[src/rtl/bp_be_pkg.sv]
// bp_be_pkg: shared BE control-pipe types.
// Holds the fu op encoding and the control-pipe stage payload.
`ifndef BP_BE_VADDR_W
`define BP_BE_VADDR_W 39
`endif

package bp_be_pkg;

  localparam int vaddr_width_gp = `BP_BE_VADDR_W;

  typedef enum logic [3:0] {
    e_ctrl_op_beq  = 4'd0,
    e_ctrl_op_bne  = 4'd1,
    e_ctrl_op_blt  = 4'd2,
    e_ctrl_op_bge  = 4'd3,
    e_ctrl_op_bltu = 4'd4,
    e_ctrl_op_bgeu = 4'd5,
    e_ctrl_op_jalr = 4'd6,
    e_ctrl_op_jal  = 4'd7
  } bp_be_ctrl_fu_op_e;

  typedef struct packed {
    logic                      v;
    logic                      queue_v;
    logic                      ctl_v;
    logic                      btaken;
    logic [vaddr_width_gp-1:0] npc;
    logic [vaddr_width_gp-1:0] ntaken_tgt;
    logic [vaddr_width_gp-1:0] pred_npc;
  } bp_be_ctl_stage_s;

endpackage

[src/rtl/bp_be_pipe_ctl_pipelined_if.sv]
// bp_be_pipe_ctl_pipelined_if: issue bundle in, branch packet out.
// master drives the op, slave is the control pipe.
interface bp_be_pipe_ctl_pipelined_if #(
  parameter int vaddr_width_p = 39,
  parameter int dword_width_p = 64,
  parameter int dpath_width_p = 66,
  parameter int cnt_width_p   = 16
);
  import bp_be_pkg::*;

  logic                     v_i;
  logic                     queue_v_i;
  bp_be_ctrl_fu_op_e        fu_op_i;
  logic                     baddr_sel_i;
  logic [vaddr_width_p-1:0] pc_i;
  logic [dword_width_p-1:0] rs1_i;
  logic [dword_width_p-1:0] rs2_i;
  logic [dword_width_p-1:0] imm_i;
  logic [vaddr_width_p-1:0] pred_npc_i;
  logic                     flush_i;
  logic                     clr_cnt_i;

  logic                     v_o;
  logic [dpath_width_p-1:0] data_o;
  logic                     br_v_o;
  logic                     btaken_o;
  logic [vaddr_width_p-1:0] npc_o;
  logic                     mispredict_o;
  logic [cnt_width_p-1:0]   mispredict_cnt_o;

  modport master (
    output v_i, queue_v_i, fu_op_i, baddr_sel_i,
    output pc_i, rs1_i, rs2_i, imm_i, pred_npc_i,
    output flush_i, clr_cnt_i,
    input  v_o, data_o, br_v_o, btaken_o,
    input  npc_o, mispredict_o, mispredict_cnt_o
  );

  modport slave (
    input  v_i, queue_v_i, fu_op_i, baddr_sel_i,
    input  pc_i, rs1_i, rs2_i, imm_i, pred_npc_i,
    input  flush_i, clr_cnt_i,
    output v_o, data_o, br_v_o, btaken_o,
    output npc_o, mispredict_o, mispredict_cnt_o
  );

endinterface

[src/rtl/bp_be_ctl_resolve.sv]
// bp_be_ctl_resolve: stage-0 branch compare and target generation.
// Purely combinational; feeds the first payload register.
module bp_be_ctl_resolve
  import bp_be_pkg::*;
#(
  parameter int vaddr_width_p = vaddr_width_gp,
  parameter int dword_width_p = 64
) (
  input  bp_be_ctrl_fu_op_e        fu_op_i,
  input  logic                     baddr_sel_i,
  input  logic [vaddr_width_p-1:0] pc_i,
  input  logic [dword_width_p-1:0] rs1_i,
  input  logic [dword_width_p-1:0] rs2_i,
  input  logic [dword_width_p-1:0] imm_i,
  output logic                     ctl_v_o,
  output logic                     btaken_o,
  output logic [vaddr_width_p-1:0] npc_o,
  output logic [vaddr_width_p-1:0] ntaken_tgt_o
);

  logic                     eq;
  logic                     slt;
  logic                     ult;
  logic [vaddr_width_p-1:0] base;
  logic [vaddr_width_p-1:0] sum;
  logic                     unused_bits;

  assign eq   = (rs1_i == rs2_i);
  assign slt  = ($signed(rs1_i) < $signed(rs2_i));
  assign ult  = (rs1_i < rs2_i);
  assign base = baddr_sel_i ? rs1_i[vaddr_width_p-1:0] : pc_i;
  assign sum  = base + imm_i[vaddr_width_p-1:0];

  assign ntaken_tgt_o = pc_i + vaddr_width_p'(4);
  assign unused_bits  = ^{imm_i[dword_width_p-1:vaddr_width_p], sum[0]};

  always_comb begin
    ctl_v_o  = 1'b1;
    btaken_o = 1'b0;
    unique case (1'b1)
      (fu_op_i == e_ctrl_op_beq):  btaken_o = eq;
      (fu_op_i == e_ctrl_op_bne):  btaken_o = ~eq;
      (fu_op_i == e_ctrl_op_blt):  btaken_o = slt;
      (fu_op_i == e_ctrl_op_bge):  btaken_o = ~slt;
      (fu_op_i == e_ctrl_op_bltu): btaken_o = ult;
      (fu_op_i == e_ctrl_op_bgeu): btaken_o = ~ult;
      (fu_op_i == e_ctrl_op_jalr): btaken_o = 1'b1;
      (fu_op_i == e_ctrl_op_jal):  btaken_o = 1'b1;
      default:                     ctl_v_o  = 1'b0;
    endcase
  end

  assign npc_o = btaken_o
               ? {sum[vaddr_width_p-1:1], 1'b0}
               : ntaken_tgt_o;

endmodule

[src/rtl/bp_be_pipe_ctl_pipelined.sv]
// bp_be_pipe_ctl_pipelined: branch/jal/jalr resolution over latency_p
// register stages, with mispredict detect and saturating counter.
module bp_be_pipe_ctl_pipelined
  import bp_be_pkg::*;
#(
  parameter int vaddr_width_p = vaddr_width_gp,
  parameter int dword_width_p = 64,
  parameter int dpath_width_p = 66,
  parameter int latency_p     = 2,
  parameter int cnt_width_p   = 16
) (
  input logic                           clk_i,
  input logic                           reset_n_i,
  bp_be_pipe_ctl_pipelined_if.slave     io
);

  logic                     ctl_v;
  logic                     btaken;
  logic [vaddr_width_p-1:0] npc;
  logic [vaddr_width_p-1:0] ntaken_tgt;
  bp_be_ctl_stage_s         in_s;
  bp_be_ctl_stage_s         last;
  logic                     br_v;
  logic                     mispredict;
  logic [cnt_width_p-1:0]   cnt_d, cnt_q;

  bp_be_ctl_resolve #(
    .vaddr_width_p (vaddr_width_p),
    .dword_width_p (dword_width_p)
  ) u_resolve (
    .fu_op_i      (io.fu_op_i),
    .baddr_sel_i  (io.baddr_sel_i),
    .pc_i         (io.pc_i),
    .rs1_i        (io.rs1_i),
    .rs2_i        (io.rs2_i),
    .imm_i        (io.imm_i),
    .ctl_v_o      (ctl_v),
    .btaken_o     (btaken),
    .npc_o        (npc),
    .ntaken_tgt_o (ntaken_tgt)
  );

  always_comb begin
    in_s            = '0;
    in_s.v          = io.v_i;
    in_s.queue_v    = io.v_i & io.queue_v_i;
    in_s.ctl_v      = ctl_v;
    in_s.btaken     = btaken;
    in_s.npc        = npc;
    in_s.ntaken_tgt = ntaken_tgt;
    in_s.pred_npc   = io.pred_npc_i;
  end

  for (genvar i = 0; i < latency_p; i++) begin : g_stg
    bp_be_ctl_stage_s src;
    bp_be_ctl_stage_s stage_d;
    bp_be_ctl_stage_s stage_q;

    if (i == 0) begin : g_head
      assign src = in_s;
    end else begin : g_body
      assign src = g_stg[i-1].stage_q;
    end

    always_comb begin
      stage_d = src;
      if (io.flush_i) begin
        stage_d.v       = 1'b0;
        stage_d.queue_v = 1'b0;
      end
    end

    always_ff @(posedge clk_i or negedge reset_n_i) begin
      if (!reset_n_i) stage_q <= '0;
      else            stage_q <= stage_d;
    end
  end

  assign last = g_stg[latency_p-1].stage_q;

  // A flush also squashes whatever is leaving the last stage this cycle.
  assign br_v       = last.v & last.queue_v & ~io.flush_i;
  assign mispredict = br_v & (last.npc != last.pred_npc);

  assign io.v_o          = last.v & last.ctl_v & ~io.flush_i;
  assign io.br_v_o       = br_v;
  assign io.btaken_o     = br_v & last.btaken;
  assign io.npc_o        = last.npc;
  assign io.mispredict_o = mispredict;
  assign io.data_o       = {{(dpath_width_p-vaddr_width_p){last.ntaken_tgt[vaddr_width_p-1]}},
                            last.ntaken_tgt};

  always_comb begin
    cnt_d = cnt_q;
    if (io.clr_cnt_i)                   cnt_d = '0;
    else if (mispredict && cnt_q != '1) cnt_d = cnt_q + 1'b1;
  end

  always_ff @(posedge clk_i or negedge reset_n_i) begin
    if (!reset_n_i) cnt_q <= '0;
    else            cnt_q <= cnt_d;
  end

  assign io.mispredict_cnt_o = cnt_q;

endmodule

[src/flat_wrapper.sv]
// flat-port wrapper written by rule: the top's interface ports become plain ports
module bp_be_pipe_ctl_pipelined_flat import bp_be_pkg::*;
#(
  parameter int vaddr_width_p = vaddr_width_gp,
  parameter int dword_width_p = 64,
  parameter int dpath_width_p = 66,
  parameter int latency_p     = 2,
  parameter int cnt_width_p   = 16
)
  (clk_i, reset_n_i, io_v_i, io_queue_v_i, io_fu_op_i, io_baddr_sel_i, io_pc_i, io_rs1_i, io_rs2_i, io_imm_i, io_pred_npc_i, io_flush_i, io_clr_cnt_i, io_v_o, io_data_o, io_br_v_o, io_btaken_o, io_npc_o, io_mispredict_o, io_mispredict_cnt_o);
  bp_be_pipe_ctl_pipelined_if #(.vaddr_width_p(vaddr_width_p), .dword_width_p(dword_width_p), .dpath_width_p(dpath_width_p), .cnt_width_p(cnt_width_p)) io_i ();
  input logic clk_i;
  input logic reset_n_i;
  input wire logic [$bits(io_i.v_i)-1:0] io_v_i;
  input wire logic [$bits(io_i.queue_v_i)-1:0] io_queue_v_i;
  input wire logic [$bits(io_i.fu_op_i)-1:0] io_fu_op_i;
  input wire logic [$bits(io_i.baddr_sel_i)-1:0] io_baddr_sel_i;
  input wire logic [$bits(io_i.pc_i)-1:0] io_pc_i;
  input wire logic [$bits(io_i.rs1_i)-1:0] io_rs1_i;
  input wire logic [$bits(io_i.rs2_i)-1:0] io_rs2_i;
  input wire logic [$bits(io_i.imm_i)-1:0] io_imm_i;
  input wire logic [$bits(io_i.pred_npc_i)-1:0] io_pred_npc_i;
  input wire logic [$bits(io_i.flush_i)-1:0] io_flush_i;
  input wire logic [$bits(io_i.clr_cnt_i)-1:0] io_clr_cnt_i;
  output wire logic [$bits(io_i.v_o)-1:0] io_v_o;
  output wire logic [$bits(io_i.data_o)-1:0] io_data_o;
  output wire logic [$bits(io_i.br_v_o)-1:0] io_br_v_o;
  output wire logic [$bits(io_i.btaken_o)-1:0] io_btaken_o;
  output wire logic [$bits(io_i.npc_o)-1:0] io_npc_o;
  output wire logic [$bits(io_i.mispredict_o)-1:0] io_mispredict_o;
  output wire logic [$bits(io_i.mispredict_cnt_o)-1:0] io_mispredict_cnt_o;
  assign io_i.v_i = io_v_i;
  assign io_i.queue_v_i = io_queue_v_i;
  assign io_i.fu_op_i = io_fu_op_i;
  assign io_i.baddr_sel_i = io_baddr_sel_i;
  assign io_i.pc_i = io_pc_i;
  assign io_i.rs1_i = io_rs1_i;
  assign io_i.rs2_i = io_rs2_i;
  assign io_i.imm_i = io_imm_i;
  assign io_i.pred_npc_i = io_pred_npc_i;
  assign io_i.flush_i = io_flush_i;
  assign io_i.clr_cnt_i = io_clr_cnt_i;
  assign io_v_o = io_i.v_o;
  assign io_data_o = io_i.data_o;
  assign io_br_v_o = io_i.br_v_o;
  assign io_btaken_o = io_i.btaken_o;
  assign io_npc_o = io_i.npc_o;
  assign io_mispredict_o = io_i.mispredict_o;
  assign io_mispredict_cnt_o = io_i.mispredict_cnt_o;
  bp_be_pipe_ctl_pipelined #(.vaddr_width_p(vaddr_width_p), .dword_width_p(dword_width_p), .dpath_width_p(dpath_width_p), .latency_p(latency_p), .cnt_width_p(cnt_width_p)) u_core (.clk_i(clk_i), .reset_n_i(reset_n_i), .io(io_i));
endmodule
[config.mk]
export PLATFORM = sky130hd
export DESIGN_NAME = bp_be_pipe_ctl_pipelined_flat
export DESIGN_NICKNAME = d
export VERILOG_FILES = /design/src/rtl/bp_be_pkg.sv /design/src/rtl/bp_be_pipe_ctl_pipelined_if.sv /design/src/rtl/bp_be_ctl_resolve.sv /design/src/rtl/bp_be_pipe_ctl_pipelined.sv /design/src/flat_wrapper.sv
export SDC_FILE = /design/constraint.sdc
export NUM_CORES = 1
export LEC_CHECK = 0
export BUFFER_PORTS_ARGS = -buffer_cell sky130_fd_sc_hd__buf_2
export CORE_UTILIZATION = 40
export DETAILED_ROUTE_END_ITERATION = 10
export GPL_ROUTABILITY_DRIVEN = 0
export GPL_TIMING_DRIVEN = 0
export SYNTH_ARGS = -nofsm -noshare
export SYNTH_HDL_FRONTEND = slang
export SYNTH_SLANG_ARGS = --single-unit
[constraint.sdc]
create_clock -name clk_i -period 6.59 [get_ports clk_i]
set_input_delay 0.9885 -clock clk_i [delete_from_list [all_inputs] [get_ports clk_i]]
set_output_delay 0.9885 -clock clk_i [all_outputs]
set_load 0.1 [all_outputs]
* Yosys cells after proc, flatten, opt, wreduce, memory -nomap -nowiden
Cells that the tools add are included.
** Cells by class
- Bitwise operators :: 11
- Multiply operators :: 0
- $lt $le $gt $ge :: 2
- Mux-type cells :: 8
- Add/sub/neg operators :: 3
- Reductions and logical operators :: 5
- Eq/ne operators :: 10
- Divide/modulo/power cells :: 0
- Shift-type cells :: 0
** Operators by type and width (number)
- $lt A64 B64 Y1 :: 2
- $mux W39 :: 2
- $eq A64 B64 Y1 :: 1
- $add A39 B3 Y39 const B :: 1
- $add A39 B39 Y39 :: 1
- $ne A39 B39 Y1 :: 1
- $mux W16 :: 2
- $add A16 B1 Y16 const B :: 1
- $eq A4 B3 Y1 const B :: 4
- $ne A16 B16 Y1 const B :: 1
- $eq A4 B2 Y1 const B :: 2
- $reduce_or A8 Y1 :: 1
- $and A1 B1 Y1 :: 7
- $pmux W1 S7 :: 1
- $eq A4 B1 Y1 const B :: 1
- $logic_not A4 Y1 :: 1
- $mux W2 :: 2
- $not A1 Y1 :: 4
- $reduce_bool A2 Y1 :: 1
- $reduce_or A2 Y1 :: 1
- $logic_and A1 B1 Y1 :: 1
- $mux W1 :: 1
** Word-level totals
- Input port bits :: 281
- Bits in writable memories :: 0
- Memory bits (read-only) :: 0
- Logic and storage cells :: 54
- Register bits :: 258
- Memories kept :: 0
- Latch bits :: 0

* Longest topological paths before layout
- Word-level depth :: 6
- Gate-level depth with buffers :: 15

* Hierarchy
From an unflattened synthesis, not the netlist that was laid out.
** Unflattened totals
- Cell total of the unflattened synthesis :: 1287
- Area total of the unflattened synthesis :: 13696.9 um^2
** Modules (own cells, without submodules)
- bp_be_pipe_ctl_pipelined :: area each 8318.0 um^2, sequential area each 6456.2 um^2, cells each 509, times used 1
- bp_be_ctl_resolve :: area each 5378.9 um^2, sequential area each 0.0 um^2, cells each 778, times used 1

* Worst setup path before layout
No wires, ideal clock.
- Path kind :: in2reg
- Start point :: input port io_baddr_sel_i
- End point :: register u_core.g_stg[0].stage_q[115] (netlist name)
- Stages :: 13
- Arrival time :: 4.352 ns
- Path slack :: 2.172 ns
- Setup time :: 0.066 ns
- Path through :: clkbuf_1 clkbuf_1 mux2_2 ha_1 a21oi_1 o221ai_1 a21oi_1 a21oi_1 o32ai_1 o211ai_1 and4_1 o31ai_1 mux2_1
** RTL lines
- start, declared :: RTL line flat_wrapper.sv:17 : input wire logic [$bits(io_i.baddr_sel_i)-1:0] io_baddr_sel_i;
- end signal, assigned :: RTL line bp_be_pipe_ctl_pipelined.sv:75 : else stage_q <= stage_d;
- end, declared :: RTL line bp_be_pipe_ctl_pipelined.sv:57 : bp_be_ctl_stage_s stage_q;

==> impl_results.md <==
* Antenna viol nets, final at 0
* Worst IR drop on VDD at 184.2 uV
* Die area at 34410 um^2
* Final period util at 0.7871
* Most used cell, CP: a21oi_1
* WL/cell at 17.31 um
* Hold Crit Start: u_core.g_stg[0].stage_q[105]$_DFF_PN0_
* Ys Warns at 0
* Total gr overflow at 0
* Die W at 185.5 um
* Crit Path Max Fanout at 10
* Largest stage delay, worst path at 790 ps
* Number of synthesized flops with an enable pin at 0
* Number of DRC markers in iteration 0 at 276
* Clk root buf: clkbuf_16
* Largest area contributor in the netlist: dfrtp_1
* Critical path class: primary input to flip-flop
* Worst hold path class: flip-flop to flip-flop
* Worst skew pair latency at 530 ps
* Starting Density at 0.4098
* Max frequency at 0.1928 GHz
* Crit path time final at 5187 ps
* RR Startpoint: u_core.io.npc_o[29]$_DFF_PN0_
* Share of the synthesized area in the top cell type at 0.4794
* Post-CTS Setup Bufs at 0
* Slowest-stage cell, CP: o32ai_1
* Critical Path Start: io_baddr_sel_i
* Commonest non-fill, non-tap cell in the layout: buf_2
* Post-Syn Area at 13470 um^2
* Largest net degree at the start of global routing at 115
* Main synth FF type: dfrtp_1
* Number of port buffers at 378
* Synth Net Count at 1595
* H-tree Lvls at 1
* # resized after CTS at 0
* Final setup vio count at 0
* #FFs+latches synth at 258
* RSZ-0062 raised after global routing: no
* Async set or reset register ratio after synthesis at 1.000
* Most frequent cells in the layout: buf_2 (377), dfrtp_1 (258), buf_4 (105), ha_1 (103), inv_1 (88)
* Total power at 4.782 mW
* Vias in the first global route at 9907
* Share of cells above drive strength 1 at 0.3703
* CP bufs+invs at 2
* Via count at 9941
* Remaining DRCs at 0
* Final hold vios at 0
* Avg Cell Area, Syn at 11.13 um^2
* Cell row count at 66
* Total GRT Usage at 0.2090
* Static Leak at 8.646 nW
* Post-route setup TNS at 0 ps
* Critical path required time at 7050 ps
* Worst Setup End Kind: flip-flop
* Clock Skew at 10.36 ps
* Largest cells by area after synthesis: dfrtp_1 (48%), ha_1 (9.6%), buf_4 (5.9%)
* Post-route setup slack at 1403 ps
* Core Area at 32870 um^2
* Clock tree buffer depth at 3
* Via/cell ratio at 4.754
* Post-DP HPWL at 29.98 mm
* # fillers at 3046
* Pre-CTS setup slack at 900.5 ps
* Share of the yosys chip area belonging to registers at 0.4794
* IO Pins at 406
* Cts hold-fix bufs at 0
* Max-cap violation count at 0
* Reg clk slew, reported paths at 60 ps
* Power Density at 281.4 nW/um^2
* Relative slew slack at 0.3713
* Data arrival time of the worst path at 5650 ps
* Status: finished, final reports clean
* Number of buffers created by CTS at 28
* Storage cell area at 6456 um^2
* Critical Path, Cell by Cell: clkbuf_1 > clkbuf_1 > mux2_2 > ha_1 > a21oi_1 > o221ai_1 > a21oi_1 > a21oi_1 > o32ai_1 > o211ai_1 > and4_1 > o31ai_1 > mux2_1
* Die Y at 185.5 um
* Initial antenna violation count at 11
* Final wirelength at 36.20 mm
* DRT Pass-1 Iters at 5
* Syn-to-layout area delta at 26.19%
* Netlist cell types at 60
* CP top delay family: compound AO/OA/AOI/OAI gates
* Slew @ Worst Pin at 934.4 ps
* Multi-input logic area at 5807 um^2
* Fin. max-slew vios at 0
* Sink Count at 258
* Net count reported at finish at 2005
* First-pass GRT wire length at 54.05 mm
* CTS tree: built
* Post-Synthesis Cells at 1210
* CP startpoint kind: primary input
synth_stat cells, types with 3 or more instances:
cell	number
nor3_1	10
and2_1	7
and4_1	6
a211o_1	3
o21bai_1	4
o21ai_0	22
or3_1	7
nand2_1	54
a31oi_1	7
inv_1	88
buf_6	4
o21ai_1	15
and3_1	17
nand2b_1	10
o21a_1	6
nand3_1	28
a21oi_1	73
mux2_1	6
mux2_4	30
a21o_1	29
buf_4	105
mux2i_1	5
mux2_2	32
xnor2_1	53
dfrtp_1	258
ha_1	103
xor2_1	66
nor4_1	12
nor2b_1	12
a211oi_1	3
clkbuf_1	10
nor2_1	56
o41ai_1	3
nand4_1	26
o211ai_1	4
layout make-up:
type / count / area share
tap: 442 / 0.03254
multi-input combinational: 744 / 0.3417
inverter: 88 / 0.01944
antenna: 7 / 0.001031
clock inverter: 23 / 0.01612
buffer: 120 / 0.05146
sequential: 258 / 0.3799
timing repair buffer: 380 / 0.1151
clock buffer: 29 / 0.04270
worst register-to-register path, delay by kind of cell (launching register included):
family           cells  cell delay (ps)
flip-flops           1              390
XOR/XNOR             2              350
AND/OR/NAND/NOR      5             1580
AO/OA/AOI/OAI        2              620
per-layer routing:
layer	up-vias	routed length, um	track usage
li1	4899	-	-
met1	4654	15610	0.2665
met2	309	17470	0.3561
met3	67	2307	0.04265
met4	12	719	0.06149
met5	-	89	0
report_power, final:
part	switching [mW]	total, mW	internal [mW]	leakage [nW]
registers	0.0779	1.80	1.72	3.05
logic	0.896	1.33	0.436	5.10
clock network	0.645	1.65	1.01	0.490
total	1.62	4.78	3.16	8.65
per-stage QoR:
step / std cells / hold WS, ps / cell area [um^2] / utilization
2_1_floorplan: 1210 / 331.2 / 13470 / -
3_3_place_gp: 2030 / 332.0 / 15910 / 0.4842
3_5_place_dp: 2032 / 334.7 / 15980 / 0.4861
4_1_cts: 2084 / 347.9 / 16980 / 0.5166
5_1_grt: 2089 / 349.8 / 16990 / 0.5169
6_report: 2091 / 345.0 / 17000 / 0.5171
sequential cells by signal, indices dropped and copies added (netlist names):
name	flops
u_core.g_stg.stage_q	164
u_core.io.data_o	39
u_core.io.mispredict_cnt_o	16
u_core.io.npc_o	39
path summary, 6_finish.rpt:
kind	endpoint	slack, ps	cells past startpoint
min	u_core.io.npc_o[27]$_DFF_PN0_	340	0
max	u_core.g_stg[0].stage_q[115]$_DFF_PN0_	1400	13
min reg2reg	u_core.io.npc_o[27]$_DFF_PN0_	340	0
min in group asynchronous	u_core.io.npc_o[4]$_DFF_PN0_	390	1
max reg2reg	u_core.io.mispredict_cnt_o[13]$_DFFE_PN0P_	3500	9
max in group asynchronous	u_core.g_stg[0].stage_q[23]$_DFF_PN0_	5290	2
cells by family after synthesis:
family | count (synthesis) | share of synthesized area
XOR/XNOR | 119 | 0.07739
adder cells (fa/ha/maj) | 104 | 0.09718
AND/OR/NAND/NOR | 258 | 0.1002
flip-flops | 258 | 0.4794
buffers and inverters | 208 | 0.08947
multiplexers | 73 | 0.06893
AO/OA/AOI/OAI | 190 | 0.08742
(Power assumes the default switching activity.)
